**src/rtl/sort_job_arbiter_if.sv**
```systemverilog
// sort_job_arbiter_if: request, response and sorting-network signals of sort_job_arbiter.
interface sort_job_arbiter_if;
    logic        req0_valid, req0_ready, req1_valid, req1_ready;
    logic [71:0] req0_window, req1_window, sn_window;
    logic [7:0]  sn_max, sn_med, sn_min;
    logic        rsp0_valid, rsp0_ready, rsp1_valid, rsp1_ready;
    logic [23:0] rsp0_result, rsp1_result;
    logic        busy;
    modport slave (
        input  req0_valid, req1_valid, req0_window, req1_window,
        input  sn_max, sn_med, sn_min, rsp0_ready, rsp1_ready,
        output req0_ready, req1_ready, sn_window, rsp0_valid, rsp1_valid,
        output rsp0_result, rsp1_result, busy
    );
    modport master (
        output req0_valid, req1_valid, req0_window, req1_window,
        output sn_max, sn_med, sn_min, rsp0_ready, rsp1_ready,
        input  req0_ready, req1_ready, sn_window, rsp0_valid, rsp1_valid,
        input  rsp0_result, rsp1_result, busy
    );
endinterface

```
**src/rtl/sort_job_arbiter.sv**
```systemverilog
// sort_job_arbiter: round-robin two-requester front end for a shared max/med/min sorting network.
// Optional per-requester job counters with SORT_JOB_ARBITER_STATS_EN.
module sort_job_arbiter #(
    parameter int unsigned SORT_LATENCY = 1
) (
    input logic S_AXI_ACLK,
    input logic S_AXI_ARESETN,
    sort_job_arbiter_if.slave bus
`ifdef SORT_JOB_ARBITER_STATS_EN
    ,
    output logic [15:0] job_cnt0,
    output logic [15:0] job_cnt1
`endif
);
    typedef enum logic [1:0] {IDLE, SORT, RESP} state_t;
    state_t state, state_nxt;
    logic last, owner, grant, accept, rsp_hs;
    logic [3:0] cnt;
    logic [23:0] result;
    always_comb begin
        // last==1 means requester 0 wins the next tie
        grant = (bus.req0_valid && bus.req1_valid) ? ~last : bus.req1_valid;
        bus.req0_ready = S_AXI_ARESETN && state == IDLE && bus.req0_valid && !grant;
        bus.req1_ready = S_AXI_ARESETN && state == IDLE && bus.req1_valid && grant;
        accept = bus.req0_ready || bus.req1_ready;
        bus.rsp0_valid = state == RESP && !owner;
        bus.rsp1_valid = state == RESP && owner;
        rsp_hs = (bus.rsp0_valid && bus.rsp0_ready) || (bus.rsp1_valid && bus.rsp1_ready);
        bus.busy = state != IDLE;
        bus.rsp0_result = result;
        bus.rsp1_result = result;
        state_nxt = (state == IDLE && accept) ? SORT :
                    (state == SORT && cnt == 4'd1) ? RESP :
                    (state == RESP && rsp_hs) ? IDLE : state;
    end
    always_ff @(posedge S_AXI_ACLK or negedge S_AXI_ARESETN) begin
        if (!S_AXI_ARESETN) begin
            state <= IDLE;
            last <= 1'b1;
            owner <= 1'b0;
            cnt <= 4'd0;
            bus.sn_window <= 72'd0;
            result <= 24'd0;
        end else begin
            state <= state_nxt;
            if (accept) begin
                bus.sn_window <= bus.req1_ready ? bus.req1_window : bus.req0_window;
                owner <= bus.req1_ready;
                cnt <= 4'(SORT_LATENCY);
            end else if (state == SORT) begin
                cnt <= cnt - 4'd1;
            end
            if (state == SORT && cnt == 4'd1)
                result <= {bus.sn_max, bus.sn_med, bus.sn_min};
            if (rsp_hs)
                last <= owner;
        end
    end
`ifdef SORT_JOB_ARBITER_STATS_EN
    always_ff @(posedge S_AXI_ACLK or negedge S_AXI_ARESETN) begin
        if (!S_AXI_ARESETN) begin
            job_cnt0 <= 16'd0;
            job_cnt1 <= 16'd0;
        end else begin
            if (bus.rsp0_valid && bus.rsp0_ready)
                job_cnt0 <= job_cnt0 + 16'd1;
            if (bus.rsp1_valid && bus.rsp1_ready)
                job_cnt1 <= job_cnt1 + 16'd1;
        end
    end
`endif
endmodule
```
**src/flat_wrapper.sv**
```systemverilog
// flat-port wrapper written by rule: the top's interface ports become plain ports
module sort_job_arbiter_flat 
#(
    parameter int unsigned SORT_LATENCY = 1
)
  (S_AXI_ACLK, S_AXI_ARESETN, bus_req0_valid, bus_req1_valid, bus_req0_window, bus_req1_window, bus_sn_max, bus_sn_med, bus_sn_min, bus_rsp0_ready, bus_rsp1_ready, bus_req0_ready, bus_req1_ready, bus_sn_window, bus_rsp0_valid, bus_rsp1_valid, bus_rsp0_result, bus_rsp1_result, bus_busy);
  sort_job_arbiter_if bus_i ();
  input logic S_AXI_ACLK;
  input logic S_AXI_ARESETN;
  input wire logic [$bits(bus_i.req0_valid)-1:0] bus_req0_valid;
  input wire logic [$bits(bus_i.req1_valid)-1:0] bus_req1_valid;
  input wire logic [$bits(bus_i.req0_window)-1:0] bus_req0_window;
  input wire logic [$bits(bus_i.req1_window)-1:0] bus_req1_window;
  input wire logic [$bits(bus_i.sn_max)-1:0] bus_sn_max;
  input wire logic [$bits(bus_i.sn_med)-1:0] bus_sn_med;
  input wire logic [$bits(bus_i.sn_min)-1:0] bus_sn_min;
  input wire logic [$bits(bus_i.rsp0_ready)-1:0] bus_rsp0_ready;
  input wire logic [$bits(bus_i.rsp1_ready)-1:0] bus_rsp1_ready;
  output wire logic [$bits(bus_i.req0_ready)-1:0] bus_req0_ready;
  output wire logic [$bits(bus_i.req1_ready)-1:0] bus_req1_ready;
  output wire logic [$bits(bus_i.sn_window)-1:0] bus_sn_window;
  output wire logic [$bits(bus_i.rsp0_valid)-1:0] bus_rsp0_valid;
  output wire logic [$bits(bus_i.rsp1_valid)-1:0] bus_rsp1_valid;
  output wire logic [$bits(bus_i.rsp0_result)-1:0] bus_rsp0_result;
  output wire logic [$bits(bus_i.rsp1_result)-1:0] bus_rsp1_result;
  output wire logic [$bits(bus_i.busy)-1:0] bus_busy;
  assign bus_i.req0_valid = bus_req0_valid;
  assign bus_i.req1_valid = bus_req1_valid;
  assign bus_i.req0_window = bus_req0_window;
  assign bus_i.req1_window = bus_req1_window;
  assign bus_i.sn_max = bus_sn_max;
  assign bus_i.sn_med = bus_sn_med;
  assign bus_i.sn_min = bus_sn_min;
  assign bus_i.rsp0_ready = bus_rsp0_ready;
  assign bus_i.rsp1_ready = bus_rsp1_ready;
  assign bus_req0_ready = bus_i.req0_ready;
  assign bus_req1_ready = bus_i.req1_ready;
  assign bus_sn_window = bus_i.sn_window;
  assign bus_rsp0_valid = bus_i.rsp0_valid;
  assign bus_rsp1_valid = bus_i.rsp1_valid;
  assign bus_rsp0_result = bus_i.rsp0_result;
  assign bus_rsp1_result = bus_i.rsp1_result;
  assign bus_busy = bus_i.busy;
  sort_job_arbiter #(.SORT_LATENCY(SORT_LATENCY)) u_core (.S_AXI_ACLK(S_AXI_ACLK), .S_AXI_ARESETN(S_AXI_ARESETN), .bus(bus_i));
endmodule
```
**config.mk**
```make
export PLATFORM = sky130hd
export DESIGN_NAME = sort_job_arbiter_flat
export DESIGN_NICKNAME = d
export VERILOG_FILES = /design/src/rtl/sort_job_arbiter_if.sv /design/src/rtl/sort_job_arbiter.sv /design/src/flat_wrapper.sv
export SDC_FILE = /design/constraint.sdc
export NUM_CORES = 1
export LEC_CHECK = 0
export CAP_MARGIN = 20
export CORE_UTILIZATION = 39
export CTS_BUF_LIST = sky130_fd_sc_hd__clkbuf_4 sky130_fd_sc_hd__clkbuf_8
export DETAILED_ROUTE_END_ITERATION = 12
export PLACE_DENSITY = 0.82
export SLEW_MARGIN = 10
export SYNTH_ARGS = -nofsm -noshare
export SYNTH_HDL_FRONTEND = slang
export SYNTH_SLANG_ARGS = --single-unit
```
**constraint.sdc**
```tcl
create_clock -name S_AXI_ACLK -period 2.3 [get_ports S_AXI_ACLK]
set_clock_uncertainty 0.05 [all_clocks]
set_input_delay 0.46 -clock S_AXI_ACLK [delete_from_list [all_inputs] [get_ports S_AXI_ACLK]]
set_output_delay 0.46 -clock S_AXI_ACLK [all_outputs]
set_load 0.02 [all_outputs]
```
---- Word-level counts from Yosys, hierarchy flattened ----
Cells that the tools add are included.
cells by class
  equality and inequality tests ........... 3
  multiplexer cells ....................... 7
  add/sub/neg operators ................... 1
  reductions and logical operators ........ 21
  bitwise logic cells ..................... 1
operators by type and width
  operator             count
  $mux 72              1
  $logic_and 1x1->1    13
  $mux 4               2
  $mux 2               3
  $eq 4x1->1 const B   1
  $reduce_bool 2->1    2
  $sub 4x1->4 const B  1
  $reduce_bool 3->1    1
  $eq 2x1->1 const B   1
  $eq 2x2->1 const B   1
  $logic_not 1->1      2
  $logic_not 2->1      1
  $logic_or 1x1->1     2
  $mux 1               1
  $not 1->1            1
storage, ports and cells
  logic and storage cells ................. 39
  flip-flop bits (word level) ............. 104
  output and inout bits ................... 125

---- Logic depth before layout (Yosys ltp) ----
Gate-level depths: netlist of the first run.
  depth in word-level cells ............... 8
  mapped depth ............................ 7

---- Least setup slack after synthesis of the first run ----
OpenSTA, ideal clock, no wires.
  path kind ............................... reg2out
  from .................................... register u_core.state[0]
  to ...................................... output port bus_req1_ready
  data required time ...................... 1.790 ns
  path buffers ............................ 3
  setup slack ............................. 0.305 ns
  arrival ................................. 1.485 ns
  cell stages (with the launch flop) ...... 6
  cell sequence ........................... dfrtp_1 buf_6 or3b_4 buf_6 buf_2 nor2_1
on the way
  longest elaborated chain between the ends .. 4
ends and longest elaborated chain
  item                            RTL line                RTL
  start, declared                 sort_job_arbiter.sv:16  state_t state, state_nxt;
  start signal, assigned          sort_job_arbiter.sv:45  state <= state_nxt;
  $logic_not 2->1                 sort_job_arbiter.sv:24  bus.req1_ready = S_AXI_ARESETN && state == IDLE && bus.req1_valid && grant;
  $logic_and 1x1->1 (3 in a row)  sort_job_arbiter.sv:24
  end, declared                   flat_wrapper.sv:20      output wire logic [$bits(bus_i.req1_ready)-1:0] bus_req1_ready;
No other way between the ends.

---- Worst setup path in the final report of the first run ----
  from .................................... input port bus_req0_valid
  to ...................................... output port bus_req0_ready
on the way
  longest elaborated chain between the ends .. 4
ends and longest elaborated chain
  item                   RTL line                RTL
  start, declared        flat_wrapper.sv:10      input wire logic [$bits(bus_i.req0_valid)-1:0] bus_req0_valid;
  $logic_and 1x1->1      sort_job_arbiter.sv:22  grant = (bus.req0_valid && bus.req1_valid) ? ~last : bus.req1_valid;
  $mux 1                 sort_job_arbiter.sv:22
  $logic_not 1->1        sort_job_arbiter.sv:23  bus.req0_ready = S_AXI_ARESETN && state == IDLE && bus.req0_valid && !grant;
  $logic_and 1x1->1 (*)  sort_job_arbiter.sv:23
  end, declared          flat_wrapper.sv:19      output wire logic [$bits(bus_i.req0_ready)-1:0] bus_req0_ready;
Mark *: on every way between the ends. The rest lies on a longest branch, timed or not.

==> flow_metrics.tcl, run 1 <==
set metrics [dict create \
    syn_area_sq_mm 0.00517 \
    antenna_cells 0 \
    wire_per_inst_um 18.3 \
    grt_pass1_wl_mm 26.2 \
    fin_total_pwr_mw 10.7 \
    die_y_um 117 \
    drv_slew 0 \
    synth_cells 539 \
    synth_top_family_by_area "compound AO/OA/AOI/OAI gates" \
    clock_latency_ns 0.36 \
    area_growth_syn_to_layout_pct 60.9 \
    ant_nets 0 \
    gp_congestion 0.780 \
    post-dp-hpwl_mm 12.3 \
    antenna_found_initial 0 \
    yosys.area_share.xor_xnor_pct 0.339 \
    syn_nets 715 \
    ys_types 35 \
    critPathCaptureType "output port" \
    synthAdderAreaFrac_pct 0.484 \
    mostFrequentLayoutCells "clkdlybuf4s50_1 (292), dfrtp_1 (103), a21oi_1 (74), nand3_1 (72), a31oi_1 (72)" \
    die_w_um 117 \
    dr.pass1.iters 5 \
    io_pins 299 \
    cts_root_buf "clkbuf_8" \
    crit_required_ns 1.79 \
    numCtsBuffers 9 \
    postCtsHoldBufs 0 \
    die_area_sq_mm 0.0137 \
    clock.fmax_mhz 463 \
    ys_seq_area_share_pct 50.4 \
    leakage_nw 3.15 \
    crit_type "input port to output port" \
    ir_worst_vdd_mv 0.435 \
    clk_path_buf_depth 2 \
    ys.warnings.count 0 \
    timing.rr.end "u_core.bus.sn_window[20]$_DFFE_PN0N_" \
    min_period_ns 2.16 \
    grt_max_degree 75 \
    arrival_ns 1.65 \
    drt_wl_total_mm 17.6 \
    grt_pass1_vias 5217 \
    vias 5358 \
    layout.cells.non_filler 963 \
    final_nets 962 \
    dp_cells 947 \
    viasPerCell 5.56 \
    rrSetupSlack_ns 0.29 \
    rsz0062_at_grt "no" \
    core_area_sq_mm 0.0128 \
    critPathMaxFanout 2 \
    grt_util_all_layers_pct 24.8 \
    gr-total-overflow 0 \
    hold_viol_final 0 \
    cts_setup_buffers 0 \
    ys_seq_elements 104 \
    synthTopCellsByArea "dfrtp_1 (50%), a31oi_1 (8.7%), a21oi_1 (7.2%)" \
    start_util_pct 40.5 \
    synthMuxAreaShare_pct 5.64 \
    dpl_worst_slack_ns -0.197 \
    power_per_cell_area_mw_per_mm2 1280 \
    cp-start-kind "input port" \
    rows 41 \
    ctsHtreeMaxLevel 3 \
    drc 0 \
    syn_avg_cell_area_sq_um 9.59 \
    tightest_slew_ns 1.02 \
    portBuffers 298 \
    synth_top_area_share_pct 49.9 \
    ff2ff_path_depth 5 \
    tns_ns 0 \
    clk_pin_slew_ns 0.11 \
    drive_above_1_share_pct 9.23 \
    slew_headroom_pct 32.1 \
    hp-class "input port to async pin" \
    synth_top_cell_by_area "dfrtp_1" \
    finalSetupViolCount 0 \
    layout_commonest_cell "clkdlybuf4s50_1" \
    cts_tree "built" \
    drtIter0Drc 414 \
    synth_compound_area_share_pct 24.0 \
    synthSimpleGateAreaFrac_pct 9.54 \
    clock_sinks 104 \
    outcome "finished, final reports clean" \
    r2r-start "u_core.state[0]$_DFFE_PN0P_" \
    worst_slack_ns 0.142 \
    drv_cap 0 \
    period_share_pct 93.8 \
]
## layer usage
metal | vias up | GRT usage [%] | share of wire, %
met2 | 312 | 45.5 | 53
li1 | 2452 | - | -
met1 | 2553 | 27.9 | 37
met4 | 0 | 11.1 | 2.7
met5 | - | 0 | 0
met3 | 41 | 4.69 | 7.4
## metrics by stage
stage / hold WS [ns] / instance area, sq um / util, %
detailed placement: 0.468 / 8130 / 63.6
finish: 0.0694 / 8320 / 65.1
global route: 0.0892 / 8320 / 65.1
global placement: 0.456 / 8130 / 63.6
CTS: 0.0571 / 8320 / 65.1
floorplan: 0.114 / 5170 / -
## where the power goes
part,total (mW),switching [mW],internal (mW)
Sequential,3.35,0.596,2.75
Combinational,6.17,3.20,2.97
Clock,1.17,0.639,0.529
Total,10.7,4.43,6.25
## repair_timing
item	CTS	global route
gates cloned	0	0
gates resized for setup	5	2
hold endpoints to repair	0	0
setup endpoints to repair	5	1
## area by class of cell
class | instances | area, sq um
fill | 1007 | 4460
timing repair buffer | 319 | 3200
sequential | 104 | 2600
multi-input combinational | 349 | 2080
tap | 172 | 215
clock buffer | 11 | 139
clock inverter | 5 | 58.8
inverter | 3 | 11.3
## critical path, cell delays in order
cell             delay, ns
clkdlybuf4s50_1       0.52
buf_4                 0.13
nand2_1               0.06
a21oi_1               0.12
dlygate4sd2_1         0.35
## state kept, by name, summed over array words and instances (netlist names)
name	flops
u_core.cnt	4
u_core.last	1
u_core.bus.rsp0_result	24
u_core.state	2
u_core.bus.sn_window	72
u_core.owner	1
## kinds of logic after synthesis
kind of cell             after synthesis
adder cells (fa/ha/maj)                2
AO/OA/AOI/OAI                        226
XOR/XNOR                               2
flip-flops                           104
multiplexers                          26
buffers and inverters                 86
AND/OR/NAND/NOR                       93
## cells in the mapped netlist (all sizes together)
master,instances
a21bo,1
a21boi,1
a21o,2
a21oi,74
a22o,1
a31oi,72
and2b,1
and3b,1
buf,50
clkbuf,33
dfrtp,103
dfstp,1
ha,2
inv,3
mux2,25
mux2i,1
nand2,3
nand2b,1
nand3,73
nand3b,2
nor2,6
nor3,1
nor3b,2
o21ai,74
o41ai,1
or2,2
or3b,1
xnor2,1
xor2,1
## worst max path at each step
stage / startpoint / depth (start not counted) / endpoint / slack, ns
6_report: bus_req0_valid / 5 / bus_req0_ready / 0.14
5_1_grt: u_core.state[0]$_DFFE_PN0P_ / 4 / bus_req0_ready / 0.01
4_1_cts: u_core.state[0]$_DFFE_PN0P_ / 3 / bus_req1_ready / 0.01
3_5_place_dp: bus_req1_valid / 4 / bus_req1_ready / -0.20
3_3_place_gp: bus_req1_valid / 4 / bus_req1_ready / -0.19
2_1_floorplan: u_core.state[0]$_DFFE_PN0P_ / 5 / bus_req1_ready / 0.30
No activity file was read; power rests on OpenSTA's default activity.
==> run 2, diff against run 1 <==
--- a/config.mk
+++ b/config.mk
@@ -9,8 +9,11 @@
 export CORE_UTILIZATION = 39
 export CTS_BUF_LIST = sky130_fd_sc_hd__clkbuf_4 sky130_fd_sc_hd__clkbuf_8
 export DETAILED_ROUTE_END_ITERATION = 12
+export GPL_TIMING_DRIVEN = 0
 export PLACE_DENSITY = 0.82
+export SKIP_LAST_GASP = 1
 export SLEW_MARGIN = 10
 export SYNTH_ARGS = -nofsm -noshare
 export SYNTH_HDL_FRONTEND = slang
 export SYNTH_SLANG_ARGS = --single-unit
+export TNS_END_PERCENT = 5
==> run 2 against run 1 <==
  * The flow now finishes with violations (setup timing)
  * Die area stayed put
  * Cell area is 5.2% higher
  * Maximum frequency is 7.8% lower
  * Sequential share of layout area is 1.6 points lower
  * Routed wire length is 8.1% higher
  * Final cell count is 7.2% higher
  * Sequential power hardly changed
  * Non-clock buffer count is 69 higher
  * Register-to-register slack better by 0.03 ns
  * Worst hold slack better by 0.033 ns
  * Combinational power is 7.5% higher
  * Global-route usage is 2.3 points higher
  * Largest cell class unchanged
  * Highest routed layer unchanged
==> flow_metrics.tcl, run 2 (synthesis results as in run 1) <==
set metrics [dict create \
    crit_type "input port to output port" \
    p_clk_share_pct 10.0 \
    top_register "u_core.bus.sn_window" \
    area_growth_syn_to_layout_pct 69.3 \
    wire_per_inst_um 18.4 \
    cts_root_buf "clkbuf_8" \
    core_area_sq_mm 0.0128 \
    p_sw_share_pct 41.7 \
    clock_sinks 104 \
    drv_slew 0 \
    drtIter0Drc 346 \
    ant_nets 0 \
    clk_pin_slew_ns 0.11 \
    critPathMaxFanout 19 \
    dpl_worst_slack_ns -1.15 \
    drc 0 \
    grt_max_degree 34 \
    layout.cells.non_filler 1032 \
    ff2ff_path_depth 7 \
    crit_chain "clkdlybuf4s50_1 > a21bo_2 > buf_2 > nor2_4 > buf_4" \
    min_period_ns 2.34 \
    leakage_nw 3.40 \
    critPathBufInv 3 \
    period_share_pct 102 \
    arrival_ns 1.83 \
    timing.rr.end "u_core.bus.sn_window[50]$_DFFE_PN0N_" \
    critPathCaptureType "output port" \
    clock.fmax_mhz 427 \
    cts_tree "built" \
    gp_congestion 0.817 \
    crit_family "buffers and inverters" \
    cp_slowest_cell "clkdlybuf4s50_1" \
    die_y_um 117 \
    final_nets 1031 \
    ir_worst_vdd_mv 0.612 \
    antenna_found_initial 0 \
    cp.depth 5 \
    pwr-share-seq_pct 30.3 \
    die_area_sq_mm 0.0137 \
    mostFrequentLayoutCells "clkdlybuf4s50_1 (294), dfrtp_1 (103), a21oi_1 (74), nand3_1 (72), a31oi_1 (72)" \
    grt_pass1_wl_mm 28.0 \
    antenna_cells 0 \
    vias 5701 \
    internal_power_mw 6.47 \
    hold_viol_final 0 \
    rsz0062_at_grt "yes" \
    power.switching_mw 4.63 \
    grt_pass1_vias 5494 \
    numCtsBuffers 9 \
    ctsHtreeMaxLevel 3 \
    hp-class "input port to async pin" \
    largest_register_ffs 72 \
    tightest_slew_ns 0.850 \
    power_per_cell_area_mw_per_mm2 1270 \
    pwr-share-comb_pct 59.7 \
    violations "setup timing" \
    slew_headroom_pct 43.1 \
    viasPerCell 5.52 \
    finalSetupViolCount 1 \
    post-dp-hpwl_mm 13.9 \
    portBuffers 298 \
    drv_cap 0 \
    crit_required_ns 1.79 \
    dp_cells 1010 \
    cp-start-kind "input port" \
    io_pins 299 \
    cpPeakStageDelay_ns 0.53 \
    rows 41 \
    r2r-start "u_core.state[0]$_DFFE_PN0P_" \
    outcome "finished, violations left" \
    layout_commonest_cell "clkdlybuf4s50_1" \
    clock_latency_ns 0.36 \
    worst_slack_ns -0.0411 \
    final_util_pct 68.5 \
    rrSetupSlack_ns 0.32 \
    grt_util_all_layers_pct 27.1 \
    drt_wl_total_mm 19.0 \
    clk_path_buf_depth 2 \
    start_util_pct 40.5 \
    die_w_um 117 \
    dr.pass1.iters 5 \
    drive_above_1_share_pct 12.0 \
    gr-total-overflow 0 \
    fillers 951 \
]
run 2: cell count changes in the layout (fill, tap and decap cells not counted), moves of 3 or more:
cell	before	now
clkbuf_1	0	32
bufbuf_16	0	3
buf_2	0	8
buf_12	6	0
buf_4	16	32
buf_1	0	4
buf_6	0	8
dlygate4sd3_1	0	3
dlygate4sd2_1	4	0
run 2: per-stage QoR:
step | hold slack (ns) | TNS (ns) | power, mW | cell area, sq um
2_1_floorplan | 0.114 | 0 | 6.77 | 5170
3_3_place_gp | 0.463 | -614.88 | 9.78 | 8370
3_5_place_dp | 0.339 | -22.73 | 9.96 | 8400
4_1_cts | 0.0955 | -0.0558 | 11.1 | 8730
5_1_grt | 0.0801 | -0.157 | 11.7 | 8750
6_report | 0.102 | -0.0411 | 11.1 | 8750
run 2: timing repair:
item	in CTS	in global routing
setup buffers	1	0
endpoints found under the setup margin	3	3
gates cloned	3	0
resized for setup	17	1
hold endpoints to repair	39	0
hold buffers	3	0
run 2: cell type report:
| type | count | area [sq um] | share of cell area (%) |
|---|---|---|---|
| Timing Repair Buffer | 307 | 3170 | 36.3 |
| Sequential cell | 104 | 2600 | 29.8 |
| Multi-Input combinational cell | 349 | 2080 | 23.7 |
| Buffer | 81 | 485 | 5.55 |
| Tap cell | 172 | 215 | 2.46 |
| Clock buffer | 9 | 124 | 1.42 |
| Clock inverter | 7 | 61.3 | 0.701 |
| Inverter | 3 | 11.3 | 0.129 |
run 2: per-layer routing:
metal  wire length [um]  global-route usage, %  up-vias
met5                  0                      0        -
met4                547                   10.7        0
met3               1650                   6.02       46
met2               9560                   48.2      344
met1               7250                   31.7     2713
li1                   -                      -     2598
run 2: worst max path at each step:
| stage | startpoint | end | slack [ns] |
|---|---|---|---|
| after global placement | S_AXI_ARESETN | bus_req1_ready | -4.46 |
| final | bus_req1_valid | bus_req1_ready | -0.04 |
| after CTS | bus_req1_valid | bus_req1_ready | -0.03 |
| after detailed placement | S_AXI_ARESETN | bus_req1_ready | -1.15 |
| after global routing | bus_req1_valid | bus_req1_ready | -0.09 |
| after floorplan | u_core.state[0]$_DFFE_PN0P_ | bus_req1_ready | 0.30 |
run 2: power groups by stage:
stage                     Combinational [mW]  Clock (mW)  Sequential (mW)
after floorplan                         2.43           0             4.34
after global placement                  6.45           0             3.33
after detailed placement                6.58           0             3.38
after CTS                               6.64        1.12             3.35
after global routing                    7.08        1.20             3.45
final                                   6.63        1.11             3.37
==> run 3, diff against run 2 <==
--- a/config.mk
+++ b/config.mk
@@ -8,6 +8,7 @@
 export CAP_MARGIN = 20
 export CORE_UTILIZATION = 39
 export CTS_BUF_LIST = sky130_fd_sc_hd__clkbuf_4 sky130_fd_sc_hd__clkbuf_8
+export CTS_CLUSTER_SIZE = 16
 export DETAILED_ROUTE_END_ITERATION = 12
 export GPL_TIMING_DRIVEN = 0
 export PLACE_DENSITY = 0.82
==> results of run 3 <==
The final DEF is identical to that of run 2; final timing and power are the same.
